<file path="src/rtl/xor_verif_pkg.sv">
// Shared types and helpers for the xor_design result monitor.
package xor_verif_pkg;

  localparam int unsigned NBINS = 8;

  typedef logic [2:0] bin_t;

  // Top three bits of an operand of width w (3 <= w <= 32), passed zero-extended.
  function automatic bin_t bin_of(input logic [31:0] a, input int unsigned w);
    return bin_t'(a >> (w - 3));
  endfunction

endpackage

</file>
<file path="src/rtl/xor_exp_pipe.sv">
// LATENCY-deep delay line carrying valid/expected-result/bin alongside xor_design.
module xor_exp_pipe
  import xor_verif_pkg::*;
#(
  parameter int unsigned WIDTH   = 4,
  parameter int unsigned LATENCY = 1
) (
  input  logic             clk,
  input  logic             rst_n,
  input  logic             clear,
  input  logic             push,
  input  logic [WIDTH-1:0] exp_d,
  input  logic [2:0]       bin_d,
  output logic             tail_valid,
  output logic [WIDTH-1:0] tail_exp,
  output logic [2:0]       tail_bin
);

  logic [LATENCY-1:0]            vld_q;
  logic [LATENCY-1:0][WIDTH-1:0] exp_q;
  bin_t [LATENCY-1:0]            bin_q;

  always_ff @(posedge clk or negedge rst_n) begin
    if (!rst_n) begin
      vld_q <= '0;
      exp_q <= '0;
      bin_q <= '0;
    end else if (clear) begin
      vld_q <= '0;
      exp_q <= '0;
      bin_q <= '0;
    end else begin
      vld_q[0] <= push;
      exp_q[0] <= exp_d;
      bin_q[0] <= bin_d;
      for (int unsigned i = 1; i < LATENCY; i++) begin
        vld_q[i] <= vld_q[i-1];
        exp_q[i] <= exp_q[i-1];
        bin_q[i] <= bin_q[i-1];
      end
    end
  end

  assign tail_valid = vld_q[LATENCY-1];
  assign tail_exp   = exp_q[LATENCY-1];
  assign tail_bin   = bin_q[LATENCY-1];

endmodule

</file>
<file path="src/rtl/xor_result_monitor.sv">
// Checker/coverage stage for xor_design: compares y against a delayed a^b,
// counts tests/passes, records operand-A coverage bins and a sticky done flag.
module xor_result_monitor
  import xor_verif_pkg::*;
#(
  parameter int unsigned WIDTH     = 4,
  parameter int unsigned LATENCY   = 1,
  parameter int unsigned NUM_TESTS = 100,
  parameter int unsigned CNT_W     = 16
) (
  input  logic             clk,
  input  logic             reset,
  input  logic             clear,
  input  logic             in_valid,
  input  logic [WIDTH-1:0] a,
  input  logic [WIDTH-1:0] b,
  input  logic [WIDTH-1:0] y,
  output logic             mismatch,
  output logic [WIDTH-1:0] mismatch_exp,
  output logic [CNT_W-1:0] num_tests,
  output logic [CNT_W-1:0] num_pass,
  output logic [NBINS-1:0] cov_bins,
  output logic             cov_full,
  output logic             done
);

  localparam int unsigned ISS_W = $clog2(NUM_TESTS + 1);

  logic [ISS_W-1:0] issued;
  logic             accept;
  logic             tail_valid;
  logic [WIDTH-1:0] tail_exp;
  bin_t             tail_bin;
  logic             hit;
  logic [CNT_W-1:0] tests_nx;
  logic [CNT_W-1:0] pass_nx;
  logic [NBINS-1:0] bins_nx;

  // Issue limit is tracked separately from num_tests so that samples beyond
  // NUM_TESTS are refused even while earlier compares are still in flight.
  assign accept = in_valid && !done && (issued < ISS_W'(NUM_TESTS));

  xor_exp_pipe #(
    .WIDTH   (WIDTH),
    .LATENCY (LATENCY)
  ) u_pipe (
    .clk        (clk),
    .rst_n      (reset),
    .clear      (clear),
    .push       (accept),
    .exp_d      (a ^ b),
    .bin_d      (bin_of(32'(a), WIDTH)),
    .tail_valid (tail_valid),
    .tail_exp   (tail_exp),
    .tail_bin   (tail_bin)
  );

  assign hit = (y == tail_exp);

  always_comb begin
    tests_nx = num_tests;
    pass_nx  = num_pass;
    bins_nx  = cov_bins;
    if (tail_valid) begin
      if (num_tests != '1) tests_nx = num_tests + CNT_W'(1);
      if (hit) begin
        if (num_pass != '1) pass_nx = num_pass + CNT_W'(1);
        bins_nx = cov_bins | (NBINS'(1) << tail_bin);
      end
    end
  end

  always_ff @(posedge clk or negedge reset) begin
    if (!reset) begin
      issued       <= '0;
      mismatch     <= 1'b0;
      mismatch_exp <= '0;
      num_tests    <= '0;
      num_pass     <= '0;
      cov_bins     <= '0;
      cov_full     <= 1'b0;
      done         <= 1'b0;
    end else if (clear) begin
      issued       <= '0;
      mismatch     <= 1'b0;
      mismatch_exp <= '0;
      num_tests    <= '0;
      num_pass     <= '0;
      cov_bins     <= '0;
      cov_full     <= 1'b0;
      done         <= 1'b0;
    end else begin
      if (accept) issued <= issued + ISS_W'(1);
      mismatch <= tail_valid && !hit;
      if (tail_valid && !hit) mismatch_exp <= tail_exp;
      num_tests <= tests_nx;
      num_pass  <= pass_nx;
      cov_bins  <= bins_nx;
      cov_full  <= &bins_nx;
      done      <= done || (tail_valid && (tests_nx == CNT_W'(NUM_TESTS)));
    end
  end

endmodule

</file>
<file path="config.mk">
export PLATFORM = sky130hd
export DESIGN_NAME = xor_result_monitor
export DESIGN_NICKNAME = d
export VERILOG_FILES = /design/src/rtl/xor_verif_pkg.sv /design/src/rtl/xor_exp_pipe.sv /design/src/rtl/xor_result_monitor.sv
export SDC_FILE = /design/constraint.sdc
export NUM_CORES = 1
export LEC_CHECK = 0
export BUFFER_PORTS_ARGS = -buffer_cell sky130_fd_sc_hd__buf_4
export CAP_MARGIN = 20
export CORE_ASPECT_RATIO = 1.4
export CORE_MARGIN = 8
export CORE_UTILIZATION = 30
export CTS_CLUSTER_DIAMETER = 200
export DETAILED_ROUTE_END_ITERATION = 10
export RECOVER_POWER = 50
export SYNTH_ARGS = -nofsm -noshare
export SYNTH_HDL_FRONTEND = slang
export SYNTH_SLANG_ARGS = --single-unit
</file>
<file path="constraint.sdc">
create_clock -name clk -period 4.2 [get_ports clk]
set_input_delay 1.05 -clock clk [delete_from_list [all_inputs] [get_ports clk]]
set_output_delay 1.05 -clock clk [all_outputs]
set_load 0.1 [all_outputs]
</file>
==> metrics, run 1 <==
outcome=finished with violations; failing checks=capacitance limit, slew limit; Rows=44; maximum VDD drop=0.173 mV; post-route cell area=a little over 4000 µm²; Seq/Total Area, Yosys=48.7%; Worst Reg2Reg Path Length in Cells=7; critical path cell sequence=clkbuf_4 -> xor2_1 -> nor4_1 -> and2_1 -> buf_4 -> nand3_1 -> or3_1 -> a21oi_1; Initial DRC Count=79; critical path class=in -> reg; Worst EP required=roughly 4.5 ns; share of the synthesized area in the top cell type=48.7%; hold crit path type=reg -> reg; synth warn=0; P_int=0.00129 W; maximum clock path buffer count=2; Routed Antenna Nets=0; global-route wire length before repair=12500 µm; IO Port Bufs=62; RSZ-0062 raised after global routing=no; # DRC=0; Tmin final=between 2 and 3 ns; core area=10300 µm²; post-route clock period utilization=63.9%; largest net degree at the start of global routing=63; PD cells=~400 nW/µm²; relative slew slack=-1.82%; CTS tree=built; initial antenna violation count=0; CP peak stage delay=0.36 ns; Fmax=between 300 and 400 MHz; cts bufs inserted=9; Synth Register Bits=62; die width=103 µm; arrival time worst endpoint=roughly 2.9 ns; DR vias=2597; share of cells above drive strength 1=23.6%; Switching Fraction=20.7%; Tightest Pin Transition=1.53 ns; die area=14200 µm²; HPWL after DPL=between 5000 and 6000 µm; power share of the clock group=55.9%; leading area contributor after synthesis=dfrtp_1; postcts setup bufs=0; RePlAce Congestion=0.873; worst skew pair latency=~0.33 ns; critical path's slowest cell=nor4_1; total gr overflow=0; Placed Instance Area=3750 µm²; largest cells by area after synthesis=dfrtp_1 49%, nor2_1 7.1%, xor2_1 5.8%, xnor2_1 4.1%, nand4_1 2.8%; total power=~0.0016 W; mean routed wirelength per cell=around 14 µm; Logic pwr share=~6%; Mapped Area=3180 µm²; commonest non-fill, non-tap cell in the layout=dfrtp_1; clock sinks=62; Netlist cell types=49; Seq pwr share=between 30% and 40%; Initial Util=30.8%; Worst-path clk slew=0.05 ns; crit end category=flip-flop; Top Ports=63; Crit Path Max Fanout=13; Mean Syn Cell Area=9.82 µm²; Root Driver=clkbuf_16; hold buffer count at CTS=0; Setup crit end=num_pass[7]; most frequent cells in the layout=62 x dfrtp_1, 61 x buf_4, 60 x nor2_1, 21 x xor2_1; switching power total=0.000338 W; final clock skew=0.00626 ns; crit path from=y[1]; Total Routed Length=~7500 µm; Most used DFF post-synth=dfrtp_1; Synth-to-Final Area Change=29.0%; final slew viol count=63; EDFF count, synth=0; TritonRoute pass-1 iters=5; Die Height=138 µm; H-tree Lvls=3; Diodes inserted=0; Post-Synthesis Net Count=343; post-layout net count=404; Worst R2R Start=num_tests[0]; post-synthesis cell count=324; final setup fails=0; leakage power=1.92 nW; Max Cap Viol=1; reg2reg end=done; post-CTS sizing=0; final setup TNS=0 ns; vias per std cell=around 5; vias in the first global route=2658; Final Hold Fails=0; Setup crit start kind=input port; R2R Setup Slk=between 1.5 and 2 ns; asr flop ratio synth=100%; GR Util All Layers=11.3%
-- routing by layer --
layer	vias to the layer above	wire (µm)	track usage (%)
met5	-	0	0
met3	9	597	3.57
li1	1258	-	-
met4	0	96	5.17
met2	72	3820	19.5
met1	1258	3020	12.4
-- worst min-delay path by stage --
stage,slack [ns],endpoint,depth (start not counted),from
2_1_floorplan,0.46,issued[6],2,issued[6]
3_3_place_gp,0.48,issued[6],2,issued[6]
3_5_place_dp,0.50,issued[6],2,issued[6]
4_1_cts,0.51,issued[6],2,issued[6]
5_1_grt,0.54,issued[6],2,issued[6]
6_report,0.51,issued[6],2,issued[6]
-- stage by stage --
step	hold slack [ns]	setup WS, ns	cells	utilization [%]
after detailed placement	0.501	1.20	512	36.3
after global routing	0.538	1.32	528	39.7
after CTS	0.510	1.54	528	39.8
after global placement	0.478	1.27	512	36.3
final	0.513	1.52	528	39.7
after floorplan	0.463	1.40	324	-
-- final cells by class --
type	instances	area [µm²]
Clock buffer	10	239
Multi-Input combinational cell	243	1520
Clock inverter	6	133
Fill cell	1066	6240
Inverter	6	22.5
Timing Repair Buffer	63	470
Tap cell	138	173
Sequential cell	62	1550
-- power by group through the flow --
stage / Clock, W / Combinational [W] / Sequential [W]
after floorplan: 0 / 0.0000404 / 0.000653
after global placement: 0 / 0.000101 / 0.000631
after detailed placement: 0 / 0.000102 / 0.000631
after CTS: 0.000937 / 0.000102 / 0.000621
after global routing: 0.000955 / 0.000109 / 0.000622
final: 0.000912 / 0.0000985 / 0.000621
-- logic make-up after synthesis --
| kind of cell | after synthesis | share of synthesized area [%] |
|---|---|---|
| muxes | 8 | 2.52 |
| adders and majority gates | 3 | 1.18 |
| AOI/OAI and AO/OA | 39 | 8.29 |
| xor gates and xnor gates | 36 | 9.91 |
| buffers and inverters | 19 | 3.11 |
| and+or+nand+nor | 157 | 26.3 |
| DFF | 62 | 48.7 |
-- cells in the mapped netlist, types with 3 or more instances --
cell type and instances:
xor2_1 21, clkbuf_1 7, nor2_1 60, nand3_1 14
xnor2_1 15, nand2_1 15, o21ai_0 5, nor2b_1 9
nor3_1 7, dfrtp_1 62, nand2b_1 3, inv_1 6
a31oi_1 6, nor4_1 4, nand4_1 14, and3_1 7
a21oi_1 15, mux2i_1 8, nand4_2 3, or3_1 6
ha_1 3
-- flip-flops by register name (all words and copies together) (netlist names) --
signal,count
done,1
num_tests,16
u_pipe.tail_exp,4
issued,7
mismatch,1
cov_bins,8
u_pipe.tail_bin,3
num_pass,16
mismatch_exp,4
u_pipe.tail_valid,1
cov_full,1
-- critical path: cells and delay by family --
kind,cells,cell delay (ns)
AND/OR/NAND/NOR,4,1.24
AO/OA/AOI/OAI,1,0.14
XOR/XNOR,1,0.15
buffers and inverters,2,0.35
Note: power is estimated with default switching activity, not from simulation.
==> run 2, diff against run 1 <==
- clock period: 4.2 -> 2.75 ns (I/O delays scaled with it)
==> run 2 against run 1 <==
  * The run still ends with capacitance limit, slew limit left
  * Cell area shrank 2.6%
  * Via count is 1.3% higher
  * Clock power is 20% higher
  * Final cell count decreased by 0.19%
  * Utilization down 1.0 points
  * Total power grew 34%
  * Sequential power grew 53%
  * Largest cell class unchanged
  * Highest routed layer unchanged
==> metrics, run 2 (same netlist as run 1, synthesis figures left out) <==
H-tree Lvls=3 (unchanged); hold crit path type=reg -> reg (unchanged); Final Hold Fails=0 (unchanged); Total Routed Length=7740 µm (was 7530 µm); post-route clock period utilization=a little over 80%; DR vias=2632 (was 2597); CTS tree=built (unchanged); final setup fails=0 (unchanged); relative slew slack=-3.23% (was -1.82%); arrival time worst endpoint=2.49 ns (was 2.93 ns); PD cells=546 nW/µm² (was 397 nW/µm²); leakage power=1.85 nW (was 1.92 nW); Routed Antenna Nets=0 (unchanged); Worst EP required=2.97 ns (was 4.45 ns); RePlAce Congestion=0.856 (was 0.873); Top Ports=63 (unchanged); Max Cap Viol=1 (unchanged); post-layout net count=404 (unchanged); Hold Path Origin=issued[6] (unchanged); crit path from=y[1] (unchanged); mean routed wirelength per cell=14.7 µm (was 14.3 µm); critical path class=in -> reg (unchanged); maximum VDD drop=0.331 mV (was 0.173 mV); Rows=44 (unchanged); Initial Util=30.8% (unchanged); Fmax=~440 MHz; Tmin final=2.27 ns; postcts setup bufs=0 (unchanged); Tightest Pin Transition=1.55 ns (was 1.53 ns); largest net degree at the start of global routing=63 (unchanged); worst skew pair latency=0.33 ns (about the same); hold buffer count at CTS=0 (unchanged); # DRC=0 (unchanged); final setup TNS=0 ns (unchanged); IO Port Bufs=62 (unchanged); post-CTS sizing=0 (unchanged); initial antenna violation count=0 (unchanged); core area=10300 µm² (unchanged); Inst Count DP=512 (unchanged); Worst R2R Start=num_pass[5] (was num_tests[0]); Die Height=138 µm (unchanged); RSZ-0062 raised after global routing=no (unchanged); area taken by flip-flops and latches=1550 µm² (about the same); failing checks=capacitance limit, slew limit (unchanged); GR Util All Layers=11.4% (was 11.3%); most frequent cells in the layout=60 x nor2_1, 60 x dfrtp_1, 52 x buf_4, 21 x xor2_1 (was 62 x dfrtp_1, 61 x buf_4, 60 x nor2_1, 21 x xor2_1); Crit Path Max Fanout=8 (was 13); vias per std cell=4.99 (was 4.92); crit end category=flip-flop (unchanged); share of cells above drive strength 1=21.6% (was 23.6%); top flop regs=num_pass x16, num_tests x16, cov_bins x8 (unchanged); Synth-to-Final Area Change=25.7% (was 29.0%); maximum clock path buffer count=2 (unchanged); Setup crit start kind=input port (unchanged); area of the multi-input gates=1530 µm² (was 1520 µm²); outcome=finished with violations (unchanged); vias in the first global route=2664 (was 2658); Root Driver=clkbuf_16 (unchanged); final slew viol count=63 (unchanged); final clock skew=0.00876 ns (was 0.00626 ns); die area=14200 µm² (unchanged); clock sinks=62 (unchanged); total gr overflow=0 (unchanged); cts bufs inserted=9 (unchanged); Initial DRC Count=90 (was 79); die width=103 µm (unchanged); TritonRoute pass-1 iters=4 (was 5); Fillers=1060 (was 1066); Diodes inserted=0 (unchanged); global-route wire length before repair=12600 µm (was 12500 µm); HPWL after DPL=5500 µm (was 5480 µm); Worst-path clk slew=0.05 ns (about the same); Cell Count, Final, Fillers Out=527 (was 528)
==> run 2: worst max-delay path, cell delays in order <==
cell	delay [ns]
buf_4	0.11
xor2_1	0.15
nor4_1	0.40
and2_1	0.36
nand3_1	0.26
or3_1	0.37
a21oi_1	0.15
==> run 2: final cells by class <==
type,count,area share [%]
tap,138,4.32
inverter,6,0.563
clock inverter,5,1.25
multi-input combinational,243,38.2
sequential,62,38.8
timing repair buffer,63,10.9
clock buffer,10,5.97
==> run 2: power breakdown <==
group          leakage [nW]  internal [W]  total, W  switching, W
clock network         0.148      0.000712   0.00109      0.000373
registers             0.851      0.000930  0.000950     0.0000192
logic                 0.855     0.0000453  0.000149      0.000104
total                  1.85       0.00169   0.00218      0.000496
==> run 2: path summary, 6_finish.rpt <==
| kind | slack (ns) | depth (start not counted) | to |
|---|---|---|---|
| min in group asynchronous | 0.74 | 1 | num_pass[13] |
| min | 0.50 | 2 | issued[6] |
| min reg2reg | 0.50 | 2 | issued[6] |
| max | 0.48 | 7 | num_pass[9] |
| max reg2reg | 0.55 | 6 | num_pass[5] |
| max in group asynchronous | 0.96 | 1 | num_tests[1] |
==> run 2: per-layer routing <==
metal	global-route usage (%)	vias to the layer above	part of all wire, %
li1	-	1267	-
met1	12.5	1280	40
met2	19.2	74	51
met3	4.12	11	7.5
met4	5.00	0	1.7
met5	0	-	0
==> run 2: through the flow <==
stage / area [µm²] / setup WS, ns / hold slack (ns) / total power (W) / util, %
2_1_floorplan: 3190 / 0.0636 / 0.392 / 0.00106 / -
3_3_place_gp: 3750 / 0.322 / 0.478 / 0.00112 / 36.3
3_5_place_dp: 3750 / 0.220 / 0.493 / 0.00112 / 36.3
4_1_cts: 4040 / 0.521 / 0.480 / 0.00222 / 39.1
5_1_grt: 4000 / 0.277 / 0.525 / 0.00228 / 38.6
6_report: 4000 / 0.483 / 0.498 / 0.00218 / 38.6
==> run 3, diff against run 2 <==
- clock period: 2.75 -> 2.1 ns (I/O delays scaled with it)
==> run 3 against run 2 <==
  * The flow now finishes without violations
  * Non-clock buffer count increased by 16
  * Sequential power increased by 31%
  * Routed wire length increased by 2.1%
  * Cell area increased by 5.3%
  * Global-route usage increased by 0.45 points
  * Sequential cell count unchanged
  * Total power increased by 32%
  * Highest routed layer unchanged
==> metrics, run 3 (same netlist as run 1, synthesis figures left out) <==
cts bufs inserted=9 (unchanged); area taken by flip-flops and latches=1620 µm² (was 1550 µm²); stages on the worst setup path=6 (was 7); Routed Antenna Nets=0 (unchanged); worst skew pair latency=0.33 ns (about the same); reg2reg end=done (was num_pass[5]); area of the multi-input gates=1570 µm² (was 1530 µm²); Initial Util=30.8% (unchanged); Worst R2R Start=num_tests[8] (was num_pass[5]); total gr overflow=0 (unchanged); Tmin final=a little under 2 ns; HPWL after DPL=5810 µm (was 5500 µm); Logic pwr share=7.5% (was 6.8%); Diodes inserted=0 (unchanged); Final Hold Fails=0 (unchanged); die area=14200 µm² (unchanged); switching power total=0.000677 W (was 0.000496 W); final setup TNS=0 ns (unchanged); commonest non-fill, non-tap cell in the layout=buf_4; Worst EP required=2.34 ns (was 2.97 ns); R2R Setup Slk=0.12 ns (was 0.55 ns); power share of the clock group=49.4% (was 49.7%); die width=103 µm (unchanged); Fin Hold WS=0.276 ns (was 0.498 ns); CTS tree=built (unchanged); initial antenna violation count=0 (unchanged); maximum clock path buffer count=2 (unchanged); RePlAce Congestion=0.845 (was 0.856); post-layout net count=420 (was 404); hold buffer count at CTS=0 (unchanged); # DRC=0 (unchanged); core area=10300 µm² (unchanged); largest net degree at the start of global routing=38 (was 63); vias per std cell=4.96 (was 4.99); P_int=0.00220 W (was 0.00169 W); clock sinks=62 (unchanged); leakage power=1.91 nW (was 1.85 nW); Root Driver=clkbuf_16 (unchanged); Top Ports=63 (unchanged); Synth-to-Final Area Change=32.3% (was 25.7%); Tightest Pin Transition=0.808 ns (was 1.55 ns); post-route clock period utilization=94.2%; critical path class=reg -> reg (was in -> reg); Crit Path Max Fanout=8 (unchanged); outcome=complete, no violations (was finished with violations); final clock skew=0.00702 ns (was 0.00876 ns); TritonRoute pass-1 iters=4 (unchanged); relative slew slack=46.1% (was -3.23%); vias in the first global route=2730 (was 2664); final slew viol count=0 (was 63); Initial DRC Count=80 (was 90); critical path's slowest cell=o41a_4 (was nor4_1); CP peak stage delay=0.53 ns (was 0.40 ns); CP Buf/Inv Count=0 (was 1); Seq pwr share=43.1% (was 43.5%); critical path cell sequence=nand4_2 -> o41a_4 -> nor3_2 -> a31oi_1 -> or3_1 -> o31ai_2 (was buf_4 -> xor2_1 -> nor4_1 -> and2_1 -> nand3_1 -> or3_1 -> a21oi_1); H-tree Lvls=3 (unchanged); share of cells above drive strength 1=33.7% (was 21.6%); PD cells=684 nW/µm² (was 546 nW/µm²); arrival time worst endpoint=2.22 ns (was 2.49 ns); DR vias=2696 (was 2632); crit end category=flip-flop (unchanged); Die Height=138 µm (unchanged); top flop regs=num_pass x16, num_tests x16, cov_bins x8 (unchanged); delay-heaviest family, CP=compound AO/OA/AOI/OAI gates (was simple AND/OR/NAND/NOR gates); GR Util All Layers=11.8% (was 11.4%); Rows=44 (unchanged); hold crit path type=in -> async (was reg -> reg); Worst-path clk slew=0.05 ns (about the same); Worst Reg2Reg Path Length in Cells=6 (unchanged); Setup crit start kind=flip-flop (was input port); Max Cap Viol=0 (was 1); Switching Fraction=23.5% (was 22.7%); most frequent cells in the layout=61 x buf_4, 60 x nor2_1, 33 x dfrtp_1, 21 x xor2_1, 17 x clkbuf_2 (was 60 x nor2_1, 60 x dfrtp_1, 52 x buf_4, 21 x xor2_1); Total Routed Length=7910 µm (was 7740 µm); Fmax=506 MHz; IO Port Bufs=62 (unchanged); Fillers=1081 (was 1060); Core Util, Final=40.7% (was 38.6%); global-route wire length before repair=13000 µm (was 12600 µm); final setup fails=0 (unchanged); mean routed wirelength per cell=14.5 µm (was 14.7 µm); maximum VDD drop=0.390 mV (was 0.331 mV)
-- run 3: cell types whose count changed in the layout (fill, tap and decap cells not counted), sizes merged --
cell	delta
buf	+9
clkinv	-2
clkinvlp	+1
clkbuf	+9
-- run 3: power by group through the flow --
stage	Sequential (W)	Combinational (W)	Clock (W)
6_report	0.00124	0.000217	0.00142
3_3_place_gp	0.00127	0.000216	0
2_1_floorplan	0.00131	0.0000819	0
5_1_grt	0.00124	0.000240	0.00153
3_5_place_dp	0.00127	0.000218	0
4_1_cts	0.00124	0.000219	0.00147
-- run 3: final cells by class --
cell class,instances,share of cell area [%]
tap,138,4.10
timing repair buffer,79,13.0
clock buffer,12,5.61
inverter,6,0.535
sequential,62,38.5
multi-input combinational,243,37.2
clock inverter,4,1.13
-- run 3: routing by layer --
metal  up-vias  track usage, %  part of all wire, %
met4         0            7.18                  2.8
li1       1293               -                    -
met3        15            3.47                  6.5
met5         -               0                    0
met1      1319            13.1                   41
met2        69            19.5                   50
-- run 3: repair_timing --
action / in CTS / in global routing
gates resized for setup: 0 / 3
setup buffers: 0 / 2
endpoints found under the setup margin: 0 / 5
-- run 3: metrics by stage --
stage / power [W] / cells / setup WS (ns) / cell area [µm²]
global route: 0.00301 / 544 / -0.0115 / 4210
finish: 0.00288 / 544 / 0.123 / 4210
global placement: 0.00148 / 526 / -0.0396 / 3940
CTS: 0.00293 / 542 / 0.0475 / 4220
detailed placement: 0.00148 / 526 / -0.160 / 3940
floorplan: 0.00139 / 324 / -0.138 / 3270
-- run 3: worst max path at each step --
stage,from,to,slack (ns)
after floorplan,num_tests[8],done,-0.14
after global placement,y[1],cov_full,-0.04
after detailed placement,y[1],cov_full,-0.16
after CTS,num_tests[0],done,0.05
after global routing,num_pass[5],num_pass[5],-0.01
final,num_tests[8],done,0.12
